[config.mk]
export PLATFORM = sky130hd
export DESIGN_NAME = gate_sweep_ctrl
export DESIGN_NICKNAME = d
export VERILOG_FILES = /design/src/rtl/gate_sweep_pkg.sv /design/src/rtl/gate_sweep_ctrl.sv
export SDC_FILE = /design/constraint.sdc
export NUM_CORES = 1
export LEC_CHECK = 0
export CAP_MARGIN = 20
export CORE_MARGIN = 2
export CORE_UTILIZATION = 43
export DETAILED_ROUTE_END_ITERATION = 10
export PLACE_DENSITY = 0.84
export SLEW_MARGIN = 20
export SYNTH_ARGS = -nofsm -noshare
export SYNTH_HDL_FRONTEND = slang
export SYNTH_SLANG_ARGS = --single-unit
[constraint.sdc]
create_clock -name clk -period 3.45 [get_ports clk]
set_input_delay 0.5175 -clock clk [delete_from_list [all_inputs] [get_ports clk]]
set_output_delay 0.5175 -clock clk [all_outputs]
set_load 0.02 [all_outputs]
[src/rtl/gate_sweep_pkg.sv]
// ============================================================================
//  Module      : gate_sweep_pkg
//  Description : Shared constants and state type for the gate sweep controller.
//  Revision    : 1.0 - initial release
// ============================================================================
`default_nettype none

package gate_sweep_pkg;

    localparam int NUM_VEC       = 4;
    localparam int DEFAULT_OUT_W = 10;
    localparam int CNT_W         = 4;

    typedef enum logic [2:0] {
        ST_IDLE    = 3'd0,
        ST_APPLY   = 3'd1,
        ST_WAIT    = 3'd2,
        ST_CAPTURE = 3'd3,
        ST_DONE    = 3'd4
    } sweep_state_e;

endpackage

`default_nettype wire

[src/rtl/gate_sweep_ctrl.sv]
// ============================================================================
//  Module      : gate_sweep_ctrl
//  Description : Walks an external 2-input gate unit through all four input
//                vectors, captures its truth table and checks it.
//  Revision    : 1.0 - initial release
// ============================================================================
`default_nettype none

module gate_sweep_ctrl
    import gate_sweep_pkg::*;
#(
    parameter int SETTLE = 2,
    parameter int OUT_W  = DEFAULT_OUT_W
) (
    input  logic                       clk,
    input  logic                       rst,
    input  logic                       start,
    input  logic [OUT_W-1:0]           gate_out,
    input  logic [NUM_VEC*OUT_W-1:0]   exp_table,
    output logic                       gate_x,
    output logic                       gate_y,
    output logic                       busy,
    output logic                       done,
    output logic [NUM_VEC*OUT_W-1:0]   table_out,
    output logic [NUM_VEC-1:0]         mismatch,
    output logic                       pass
);

    localparam logic [2:0]       c_IDLE      = 3'(ST_IDLE);
    localparam logic [2:0]       c_APPLY     = 3'(ST_APPLY);
    localparam logic [2:0]       c_WAIT      = 3'(ST_WAIT);
    localparam logic [2:0]       c_CAPTURE   = 3'(ST_CAPTURE);
    localparam logic [2:0]       c_DONE      = 3'(ST_DONE);
    localparam logic [CNT_W-1:0] c_SETTLE_LD = CNT_W'(SETTLE - 1);
    localparam logic [1:0]       c_LAST_IDX  = 2'(NUM_VEC - 1);

    logic [2:0]               state_q,    state_d;
    logic [1:0]               idx_q,      idx_d;
    logic [CNT_W-1:0]         cnt_q,      cnt_d;
    logic [NUM_VEC*OUT_W-1:0] table_q,    table_d;
    logic [NUM_VEC-1:0]       mismatch_q, mismatch_d;
    logic                     pass_q,     pass_d;
    logic                     done_q,     done_d;
    logic                     start_prev_q;

    logic                     w_start_req;
    logic [NUM_VEC-1:0]       w_mismatch;

    // A start held high across several cycles is a single request.
    assign w_start_req = start & ~start_prev_q;

    for (genvar i = 0; i < NUM_VEC; i++) begin : g_row_cmp
        assign w_mismatch[i] = (table_q[i*OUT_W +: OUT_W] != exp_table[i*OUT_W +: OUT_W]);
    end

    always_comb begin
        state_d    = state_q;
        idx_d      = idx_q;
        cnt_d      = cnt_q;
        table_d    = table_q;
        mismatch_d = mismatch_q;
        pass_d     = pass_q;
        done_d     = 1'b0;

        case (state_q)
            c_IDLE: begin
                if (w_start_req) begin
                    state_d    = c_APPLY;
                    idx_d      = 2'd0;
                    table_d    = '0;
                    mismatch_d = '0;
                    pass_d     = 1'b0;
                end
            end
            c_APPLY: begin
                cnt_d   = c_SETTLE_LD;
                state_d = c_WAIT;
            end
            c_WAIT: begin
                if (cnt_q == '0) begin
                    state_d = c_CAPTURE;
                end else begin
                    cnt_d = cnt_q - 1'b1;
                end
            end
            c_CAPTURE: begin
                for (int i = 0; i < NUM_VEC; i++) begin
                    if (idx_q == 2'(i)) begin
                        table_d[i*OUT_W +: OUT_W] = gate_out;
                    end
                end
                if (idx_q == c_LAST_IDX) begin
                    state_d = c_DONE;
                end else begin
                    idx_d   = idx_q + 2'd1;
                    state_d = c_APPLY;
                end
            end
            c_DONE: begin
                // Expected table is only looked at here, once the capture is complete.
                done_d     = 1'b1;
                mismatch_d = w_mismatch;
                pass_d     = (w_mismatch == '0);
                state_d    = c_IDLE;
            end
            default: begin
                state_d = c_IDLE;
            end
        endcase
    end

    always_ff @(posedge clk) begin
        if (rst) begin
            state_q      <= c_IDLE;
            idx_q        <= 2'd0;
            cnt_q        <= '0;
            table_q      <= '0;
            mismatch_q   <= '0;
            pass_q       <= 1'b0;
            done_q       <= 1'b0;
            start_prev_q <= 1'b0;
        end else begin
            state_q      <= state_d;
            idx_q        <= idx_d;
            cnt_q        <= cnt_d;
            table_q      <= table_d;
            mismatch_q   <= mismatch_d;
            pass_q       <= pass_d;
            done_q       <= done_d;
            start_prev_q <= start;
        end
    end

    assign gate_x    = idx_q[1];
    assign gate_y    = idx_q[0];
    assign busy      = (state_q != c_IDLE);
    assign done      = done_q;
    assign table_out = table_q;
    assign mismatch  = mismatch_q;
    assign pass      = pass_q;

endmodule

`default_nettype wire

==> key figures, run 1 <==
Status
  – Status: finished clean

Synth
  – Post-synthesis sequential area ratio: 41.06%
  – XOR/XNOR Fraction of Synth Area: 13.79%
  – Compound-Gate Fraction of Synth Area: 16.54%
  – Synth top area share: 41.06%
  – Synth top cells by count: dfxtp_1 (56), nor2_1 (30), xor2_1 (28)
  – Most frequent cell after synthesis: dfxtp_1
  – Yosys warning total: 0
  – Mux cell area share after synthesis: 0%
  – Main combinational cell family by area after synthesis: simple AND/OR/NAND/NOR gates
  – Post-synth EDFFs: 0
  – Post-Synth Simple-Gate Area: 19.02%
  – Avg Cell Area, Syn: 9.161 µm²
  – Syn Nets: 357
  – Synthesized-area fraction occupied by adder cells: 2.750%
  – Post-synth top area cell: dfxtp_1
  – Dominant synthesized flop cell: dfxtp_1
  – Synth Instances: 298
  – Distinct cells, synth: 36
  – Mapped Area: 0.002730 mm²
  – Synth area leaders: dfxtp_1 (41%), xor2_1 (9.0%), xnor2_1 (4.8%)
  – Post-synth ARST share: 0%
  – #FFs+latches synth: 56

Critical path
  – Required time at the worst-slack endpoint: 2.93 ns
  – Crit-path max FO: 13
  – Startpoint Class: flip-flop
  – Endpoint class of the critical path: primary output
  – Crit Path Category: flip-flop to primary output
  – Critical path arrival: 1.70 ns

Power and ir drop
  – Switching pwr: 0.3971 mW
  – Leak: 1.342 nW
  – Switching part of the total: 26.77%
  – IR drop worst, VDD: 0.0001747 V
  – Sequential Power Share: 46.7%
  – PnR Total Power: 1.483 mW
  – Comb pwr share: 20.4%
  – PwrDens: 390.6 mW/mm²
  – Clock network fraction of total power: 32.9%
  – Internal power: 1.086 mW

Timing
  – Max Slew Vio Count: 0
  – Slew @ Worst Pin: 0.5845 ns
  – Setup TNS Final: 0 ns
  – Final hold viol count: 0
  – Post-layout min period: 2.218 ns
  – Fmax: 0.4508 GHz
  – Max-Slew Margin vs Limit: 60.67%
  – Tcrit/Tclk final: 64.30%
  – RSZ-0062 raised after global routing: no
  – Final Setup Violations: 0
  – Final Skew: 0.009539 ns

Detailed routing
  – Remaining DRCs: 0
  – WL/cell: 15.09 µm
  – Drt total wl: 7046 µm
  – DR iter-0 viols: 175
  – Pre-antenna DRT Iters: 4
  – Routed vias/inst: 5.287
  – Via Count: 2469
  – Final ANT Viol Nets: 0

CTS
  – CTS tree: yes
  – CTS root buf: clkbuf_8
  – Clock buffer count from CTS: 5
  – Clock tree buffer depth: 2
  – Max H-tree Level: 2
  – Post-CTS repair timing setup buffer count: 0
  – Gates resized, CTS repair: 0
  – Skew-Pair Late Insertion Delay: 0.31 ns
  – CTS clk-pin slew, worst paths: 0.09 ns
  – Post-CTS Hold Buffers: 0
  – Clk sinks: 56

Final layout
  – Final instance area: 0.003797 mm²
  – Total Nets Final: 449
  – Area Overhead vs Synth: 39.09%
  – Antenna cell count: 0
  – Ratio of cells with drive above 1 in the final layout: 4.359%

Global routing
  – Gr usage total: 20.16%
  – Vias in the first global route: 2357
  – Largest net degree at the start of global routing: 36
  – Grt total ovfl: 0
  – Initial antenna violation count: 0
  – First-pass GRT wire length: 11430 µm

Die
  – Height of the die: 83.68 µm
  – Core Rows: 29
  – Initial Util: 43.74%
  – IO Pins: 102
  – DIE AREA: 0.007002 mm²
  – Core Region: 0.006241 mm²
  – Die X: 83.68 µm

Placed design
  – Area after DPL: 0.003669 mm²
  – Dpl hpwl: 5217 µm
  – IO buf count: 101
  – Final GP Congestion: 0.7852

Run
  – Max-Cap Viols: 0

Min path
  – Hold Crit Class: flip-flop to flip-flop
==> worst paths after layout <==
| path | startpoint | slack (ns) | to | cells past startpoint |
|---|---|---|---|---|
| hold reg to reg | mismatch[3] | 0.48 | mismatch[3] | 2 |
| setup / recovery | state_q[0] | 1.23 | busy | 2 |
| setup reg to reg | state_q[0] | 1.35 | table_out[13] | 5 |
| hold / removal | mismatch[3] | 0.48 | mismatch[3] | 2 |
==> sequential cells by signal, indices dropped and copies added, names as in the netlist <==
register and count:
cnt_q 4, done 1, idx_q 2, mismatch 4, pass 1, start_prev_q 1, state_q 3, table_out 40
==> per-stage QoR <==
stage,worst slack (ns),cells,utilization [%],hold slack (ns)
after detailed placement,0.9302,460,58.78,0.4626
final,1.232,467,60.85,0.4808
after floorplan,1.700,298,-,0.4598
after global routing,1.141,467,60.85,0.5057
after global placement,1.002,460,58.78,0.4609
after CTS,1.223,467,60.85,0.4885
==> cells in the final DEF, fill, tap and decap left out <==
| cell | Yosys | routed |
|---|---|---|
| clkdlybuf4s50_1 | 0 | 100 |
| dfxtp_1 | 56 | 56 |
| nor2_1 | 30 | 30 |
| xor2_1 | 28 | 28 |
| nand2_1 | 26 | 26 |
| a21oi_1 | 25 | 25 |
| nand3_1 | 22 | 22 |
| xnor2_1 | 15 | 15 |
| a32oi_1 | 13 | 13 |
| nor4_1 | 8 | 8 |
| a22oi_1 | 7 | 7 |
| nor3_1 | 6 | 6 |
| ha_1 | 6 | 6 |
| clkbuf_8 | 8 | 5 |
| inv_1 | 4 | 4 |
| o21ai_2 | 4 | 4 |
| nand4_1 | 4 | 4 |
| a22o_1 | 4 | 4 |
| a211oi_1 | 3 | 3 |
| o21a_1 | 3 | 3 |
| or3_1 | 2 | 2 |
| nor3b_1 | 2 | 2 |
| nor2b_1 | 2 | 2 |
| bufinv_16 | 0 | 2 |
| nand2b_1 | 1 | 1 |
| and3b_2 | 1 | 1 |
| nand3b_2 | 1 | 1 |
| or4b_4 | 1 | 1 |
| a21oi_4 | 1 | 1 |
| a211o_1 | 1 | 1 |
| o21ai_0 | 1 | 1 |
| and3_1 | 1 | 1 |
| and2_1 | 1 | 1 |
| a21o_1 | 1 | 1 |
| o211ai_1 | 1 | 1 |
| buf_2 | 0 | 1 |
| buf_4 | 0 | 1 |
==> cells by family (layout without fill, tap and decap cells) <==
group	Yosys count	in the layout
simple gates	108	108
compound gates	64	64
flops	56	56
xor+xnor	43	43
buf+inv	21	113
fa+ha+maj	6	6
==> power groups by stage <==
stage | Clock [mW] | Combinational, mW | Sequential [mW]
after floorplan | 0 | 0.203 | 0.703
after global placement | 0 | 0.294 | 0.708
after detailed placement | 0 | 0.298 | 0.708
after CTS | 0.496 | 0.302 | 0.693
after global routing | 0.523 | 0.328 | 0.698
final | 0.488 | 0.302 | 0.693
==> final cells by class <==
cell class,count,area (µm²)
Fill cell,545,2444
Clock buffer,5,68.82
Clock inverter,2,60.06
Sequential cell,56,1121
Multi-Input combinational cell,221,1423
Inverter,4,15.01
Timing Repair Buffer,102,1013
Tap cell,77,96.34
==> routing by layer <==
metal  routed length, µm  vias up  GRT usage (%)
met5                   0        -              0
met4                 146        0          7.918
met3                 506       11          4.352
met2                3191      102          31.78
met1                3202     1124          26.96
li1                    -     1232              -
==> worst max-delay path: stages, from the launching register on <==
cell	delay (ns)
dfxtp_1	0.45
or3_1	0.41
clkdlybuf4s50_1	0.54
Power figures use the tool's default switching activity.
==> inputs of run 2 (changes only) <==
--- a/config.mk
+++ b/config.mk
@@ -7,9 +7,9 @@
 export LEC_CHECK = 0
 export CAP_MARGIN = 20
 export CORE_MARGIN = 2
-export CORE_UTILIZATION = 43
+export CORE_UTILIZATION = 40
 export DETAILED_ROUTE_END_ITERATION = 10
-export PLACE_DENSITY = 0.84
+export PLACE_DENSITY = 0.82
 export SLEW_MARGIN = 20
 export SYNTH_ARGS = -nofsm -noshare
 export SYNTH_HDL_FRONTEND = slang
==> constraint.sdc (replaced) <==
create_clock -name clk -period 1.95 [get_ports clk]
set_input_delay 0.2925 -clock clk [delete_from_list [all_inputs] [get_ports clk]]
set_output_delay 0.2925 -clock clk [all_outputs]
set_load 0.02 [all_outputs]
==> run 2 against run 1 <==
Total power rose by 77%; setup slack lost 1.2 ns; die area grew 7.1%; highest routed layer unchanged; register-to-register slack worse by 1.2 ns; core utilization decreased by 2.5 points; clock power increased by 62%; via count rose by 5.7%; combinational power rose by 110%; cell area grew 2.7%; critical path depth is the same; first-iteration DRC count decreased by 11%.
==> key figures, run 2 (synthesized netlist as in run 1, its figures left out) <==
Final layout
  – Fill cells: 570
  – Total Nets Final: 462
  – Max reg flops: 40
  – Area of the multi-input gates: 0.001431 mm²
  – Fin cells: 484
  – Reg area: 0.001122 mm²
  – Core Util, Final: 58.35%
  – Most frequent cells in the layout: clkdlybuf4s50_1 (100), dfxtp_1 (55), nor2_1 (30)
  – Ratio of cells with drive above 1 in the final layout: 8.663%
  – Antenna cell count: 0
  – Area Overhead vs Synth: 42.80%
  – Most common cell after layout, fill and taps aside: clkdlybuf4s50_1
  – Final instance area: 0.003899 mm²

Timing
  – Setup TNS Final: 0 ns
  – Final hold viol count: 0
  – WHS: 0.3277 ns
  – Post-route setup slack: 0.05851 ns
  – Max-Slew Margin vs Limit: 70.56%
  – Post-layout min period: 1.891 ns
  – Max Slew Vio Count: 0
  – Fmax: 0.5287 GHz
  – RSZ-0062 raised after global routing: no
  – Final Skew: 0.007452 ns
  – Slew @ Worst Pin: 0.4415 ns
  – Final Setup Violations: 0
  – Tcrit/Tclk final: 97.00%

Status
  – Status: finished clean

Global routing
  – Initial antenna violation count: 0
  – Largest net degree at the start of global routing: 25
  – First-pass GRT wire length: 11560 µm
  – Vias in the first global route: 2374
  – Grt total ovfl: 0
  – Gr usage total: 19.55%

Detailed routing
  – DR iter-0 viols: 155
  – Drt total wl: 7556 µm
  – Via Count: 2609
  – Routed vias/inst: 5.390
  – WL/cell: 15.61 µm
  – Remaining DRCs: 0
  – Pre-antenna DRT Iters: 4
  – Final ANT Viol Nets: 0

Placed design
  – Dpl hpwl: 5571 µm
  – Final GP Congestion: 0.8035
  – Place WS: -0.2997 ns
  – IO buf count: 101
  – Area after DPL: 0.003755 mm²
  – Cell count after placement: 474

Critical path
  – Required time at the worst-slack endpoint: 1.66 ns
  – Crit Path Category: flip-flop to primary output
  – Crit path launch: state_q[2]
  – Crit-path max FO: 12
  – Startpoint Class: flip-flop
  – Reg2reg start: state_q[0]
  – Endpoint class of the critical path: primary output
  – Critical path arrival: 1.60 ns

Die
  – Die X: 86.62 µm
  – DIE AREA: 0.007502 mm²
  – Core Region: 0.006681 mm²
  – Initial Util: 40.86%
  – Height of the die: 86.62 µm
  – IO Pins: 102
  – Core Rows: 30

CTS
  – CTS root buf: clkbuf_8
  – Max H-tree Level: 2
  – Clk sinks: 56
  – CTS tree: yes
  – CTS clk-pin slew, worst paths: 0.10 ns
  – Skew-Pair Late Insertion Delay: 0.32 ns
  – Clock tree buffer depth: 2
  – Post-CTS Hold Buffers: 0
  – Clock buffer count from CTS: 5

Power and ir drop
  – PnR Total Power: 2.622 mW
  – IR drop worst, VDD: 0.0003831 V
  – Leak: 1.407 nW
  – PwrDens: 672.6 mW/mm²

Min path
  – Worst hold path startpoint: rst
  – Hold Crit Class: input port to flip-flop

Run
  – Max-Cap Viols: 0
run 2: worst max-delay path, cell delays in order, from the launching register on:
cell             delay [ns]
dfxtp_2                0.41
or3_1                  0.33
clkdlybuf4s50_1        0.55
run 2: path summary, 6_finish.rpt:
check | slack (ns) | cells after the start | end
max | 0.06 | 2 | busy
min | 0.33 | 2 | table_out[0]
max reg2reg | 0.15 | 6 | table_out[23]
min reg2reg | 0.48 | 2 | mismatch[3]
run 2: area by class of cell:
| type | instances | area share, % |
|---|---|---|
| multi-input combinational | 221 | 36.71 |
| timing repair buffer | 115 | 28.59 |
| sequential | 56 | 28.79 |
| clock buffer | 5 | 1.765 |
| tap | 80 | 2.567 |
| clock inverter | 3 | 1.187 |
| inverter | 4 | 0.3851 |
run 2: where the power goes:
part | switching, mW | total, mW | internal (mW)
logic | 0.332 | 0.627 | 0.295
registers | 0.0305 | 1.21 | 1.18
clock network | 0.399 | 0.789 | 0.390
run 2: layer usage:
| metal | track usage (%) | share of wire (%) | vias up |
|---|---|---|---|
| li1 | - | - | 1262 |
| met1 | 26.12 | 44 | 1225 |
| met2 | 31.12 | 46 | 106 |
| met3 | 5.524 | 8.0 | 16 |
| met4 | 5.114 | 2.0 | 0 |
| met5 | 0 | 0 | - |
run 2: repair_timing:
item,CTS,global route
setup buffers,0,2
gates resized for setup,1,4
endpoints found under the setup margin,1,13
pin swaps,0,1
==> inputs of run 3 (changes only) <==
--- a/config.mk
+++ b/config.mk
@@ -9,7 +9,7 @@
 export CORE_MARGIN = 2
 export CORE_UTILIZATION = 40
 export DETAILED_ROUTE_END_ITERATION = 10
-export PLACE_DENSITY = 0.82
+export PLACE_DENSITY = 0.76
 export SLEW_MARGIN = 20
 export SYNTH_ARGS = -nofsm -noshare
 export SYNTH_HDL_FRONTEND = slang
==> run 3 against run 2 <==
Combinational power down 3%; core utilization down 0.47 points; die area unchanged; final cell count down 0.21%; register-to-register slack about the same; non-clock buffer count down 1; fmax up 3.1%; setup slack better by 0.057 ns; routed wire length down 5.4%; sequential cell count unchanged.
==> key figures, run 3 (synthesized netlist as in run 1, its figures left out) <==
Status
  – Status: finished clean

Power and ir drop
  – PwrDens: 638.9 mW/mm²
  – Leak: 1.391 nW
  – IR drop worst, VDD: 0.0002667 V
  – Switching part of the total: 28.92%
  – Sequential Power Share: 48.8%
  – Switching pwr: 0.7145 mW
  – Comb pwr share: 24.7%
  – Clock network fraction of total power: 26.5%
  – Internal power: 1.757 mW

Timing
  – Max-Slew Margin vs Limit: 71.09%
  – Post-layout min period: 1.834 ns
  – Slew @ Worst Pin: 0.4336 ns
  – Final Setup Violations: 0
  – Tcrit/Tclk final: 94.06%
  – Fmax: 0.5452 GHz
  – Final Skew: 0.01177 ns
  – Final hold viol count: 0
  – RSZ-0062 raised after global routing: no
  – Max Slew Vio Count: 0
  – Post-route setup slack: 0.1157 ns

Die
  – Core Rows: 30
  – DIE AREA: 0.007502 mm²
  – Initial Util: 40.86%
  – Die X: 86.62 µm
  – Core Region: 0.006681 mm²
  – Height of the die: 86.62 µm
  – IO Pins: 102

Critical path
  – Required time at the worst-slack endpoint: 2.18 ns
  – CP max-delay cell: clkdlybuf4s50_1
  – Crit-path cells: clkdlybuf4s50_1 > or4b_4 > a21oi_4 > o21a_1 > buf_4 > nand3_1 > a21oi_1
  – Crit path launch: start
  – Max incr delay on CP: 0.49 ns
  – Endpoint class of the critical path: flip-flop
  – Crit-path max FO: 10
  – Critical path arrival: 2.07 ns
  – Startpoint Class: input port
  – Crit Path Category: input port to flip-flop
  – Reg2reg start: state_q[0]

Final layout
  – Area of the multi-input gates: 0.001423 mm²
  – Most common cell after layout, fill and taps aside: clkdlybuf4s50_1
  – Reg area: 0.001121 mm²
  – Max reg flops: 40
  – Core Util, Final: 57.88%
  – Area Overhead vs Synth: 41.66%
  – Most frequent cells in the layout: clkdlybuf4s50_1 (99), dfxtp_1 (56), nor2_1 (30)
  – Antenna cell count: 0
  – Fill cells: 616
  – Ratio of cells with drive above 1 in the final layout: 7.196%
  – Total Nets Final: 461

CTS
  – Post-CTS Hold Buffers: 0
  – Clock buffer count from CTS: 5
  – Clk sinks: 56
  – CTS root buf: clkbuf_8
  – Skew-Pair Late Insertion Delay: 0.31 ns
  – CTS tree: yes
  – Clock tree buffer depth: 2
  – Max H-tree Level: 2
  – CTS clk-pin slew, worst paths: 0.09 ns

Global routing
  – Grt total ovfl: 0
  – Largest net degree at the start of global routing: 25
  – Vias in the first global route: 2340
  – Gr usage total: 19.45%
  – Initial antenna violation count: 0
  – First-pass GRT wire length: 11470 µm

Detailed routing
  – Drt total wl: 7145 µm
  – DR iter-0 viols: 169
  – Remaining DRCs: 0
  – Final ANT Viol Nets: 0
  – Via Count: 2508
  – Routed vias/inst: 5.193
  – Pre-antenna DRT Iters: 4
  – WL/cell: 14.79 µm

Run
  – Max-Cap Viols: 0

Placed design
  – Dpl hpwl: 5402 µm
  – Final GP Congestion: 0.7917
  – Place WS: -0.1917 ns
  – IO buf count: 101

Min path
  – Worst hold path startpoint: rst
  – Hold Crit Class: input port to flip-flop
==> run 3: final timing paths <==
kind / endpoint / slack (ns) / cells after the start
setup / recovery: table_out[12] / 0.12 / 7
hold / removal: start_prev_q / 0.30 / 2
setup reg to reg: table_out[12] / 0.16 / 6
hold reg to reg: mismatch[1] / 0.48 / 1
==> run 3: power by group through the flow <==
stage	sequential, mW	combinational (mW)	clock, mW
finish	1.21	0.611	0.654
floorplan	1.24	0.359	0
detailed placement	1.23	0.615	0
CTS	1.21	0.613	0.668
global route	1.21	0.670	0.724
global placement	1.23	0.606	0
==> run 3: metrics by stage <==
step                      std cells  instance area (µm²)  power [mW]  TNS, ns  hold WS, ns
after floorplan                 298                 2730       1.603        0       0.4207
after global placement          475                 3775       1.838   -4.895       0.4658
after detailed placement        475                 3775       1.848   -5.911       0.4651
after CTS                       483                 3867       2.488        0       0.2959
after global routing            483                 3867       2.607        0       0.3167
final                           483                 3867       2.471        0       0.2954
==> run 3: final cells by class <==
class                           instances  area share, %
Multi-Input combinational cell        221          36.78
Sequential cell                        56          28.99
Clock inverter                          1         0.1941
Timing Repair Buffer                  114          28.83
Clock buffer                            7          2.232
Tap cell                               80          2.588
Inverter                                4         0.3882
==> run 3: timing repair <==
item                       in CTS  in global routing
setup buffers                   0                  0
hold endpoints to repair        0                  0
gates resized for setup         1                  0
setup endpoints to repair       1                  0
==> run 3: per-layer routing <==
| metal | track usage (%) | vias to the layer above | routed length, µm |
|---|---|---|---|
| li1 | - | 1260 | - |
| met1 | 25.87 | 1150 | 3166 |
| met2 | 31.12 | 90 | 3423 |
| met3 | 5.143 | 8 | 460 |
| met4 | 5.540 | 0 | 95 |
| met5 | 0 | - | 0 |
==> run 3: critical path, delay by kind of cell <==
kind	cells	cell delay, ns
buf+inv	2	0.65
compound gates	3	0.55
simple gates	2	0.57
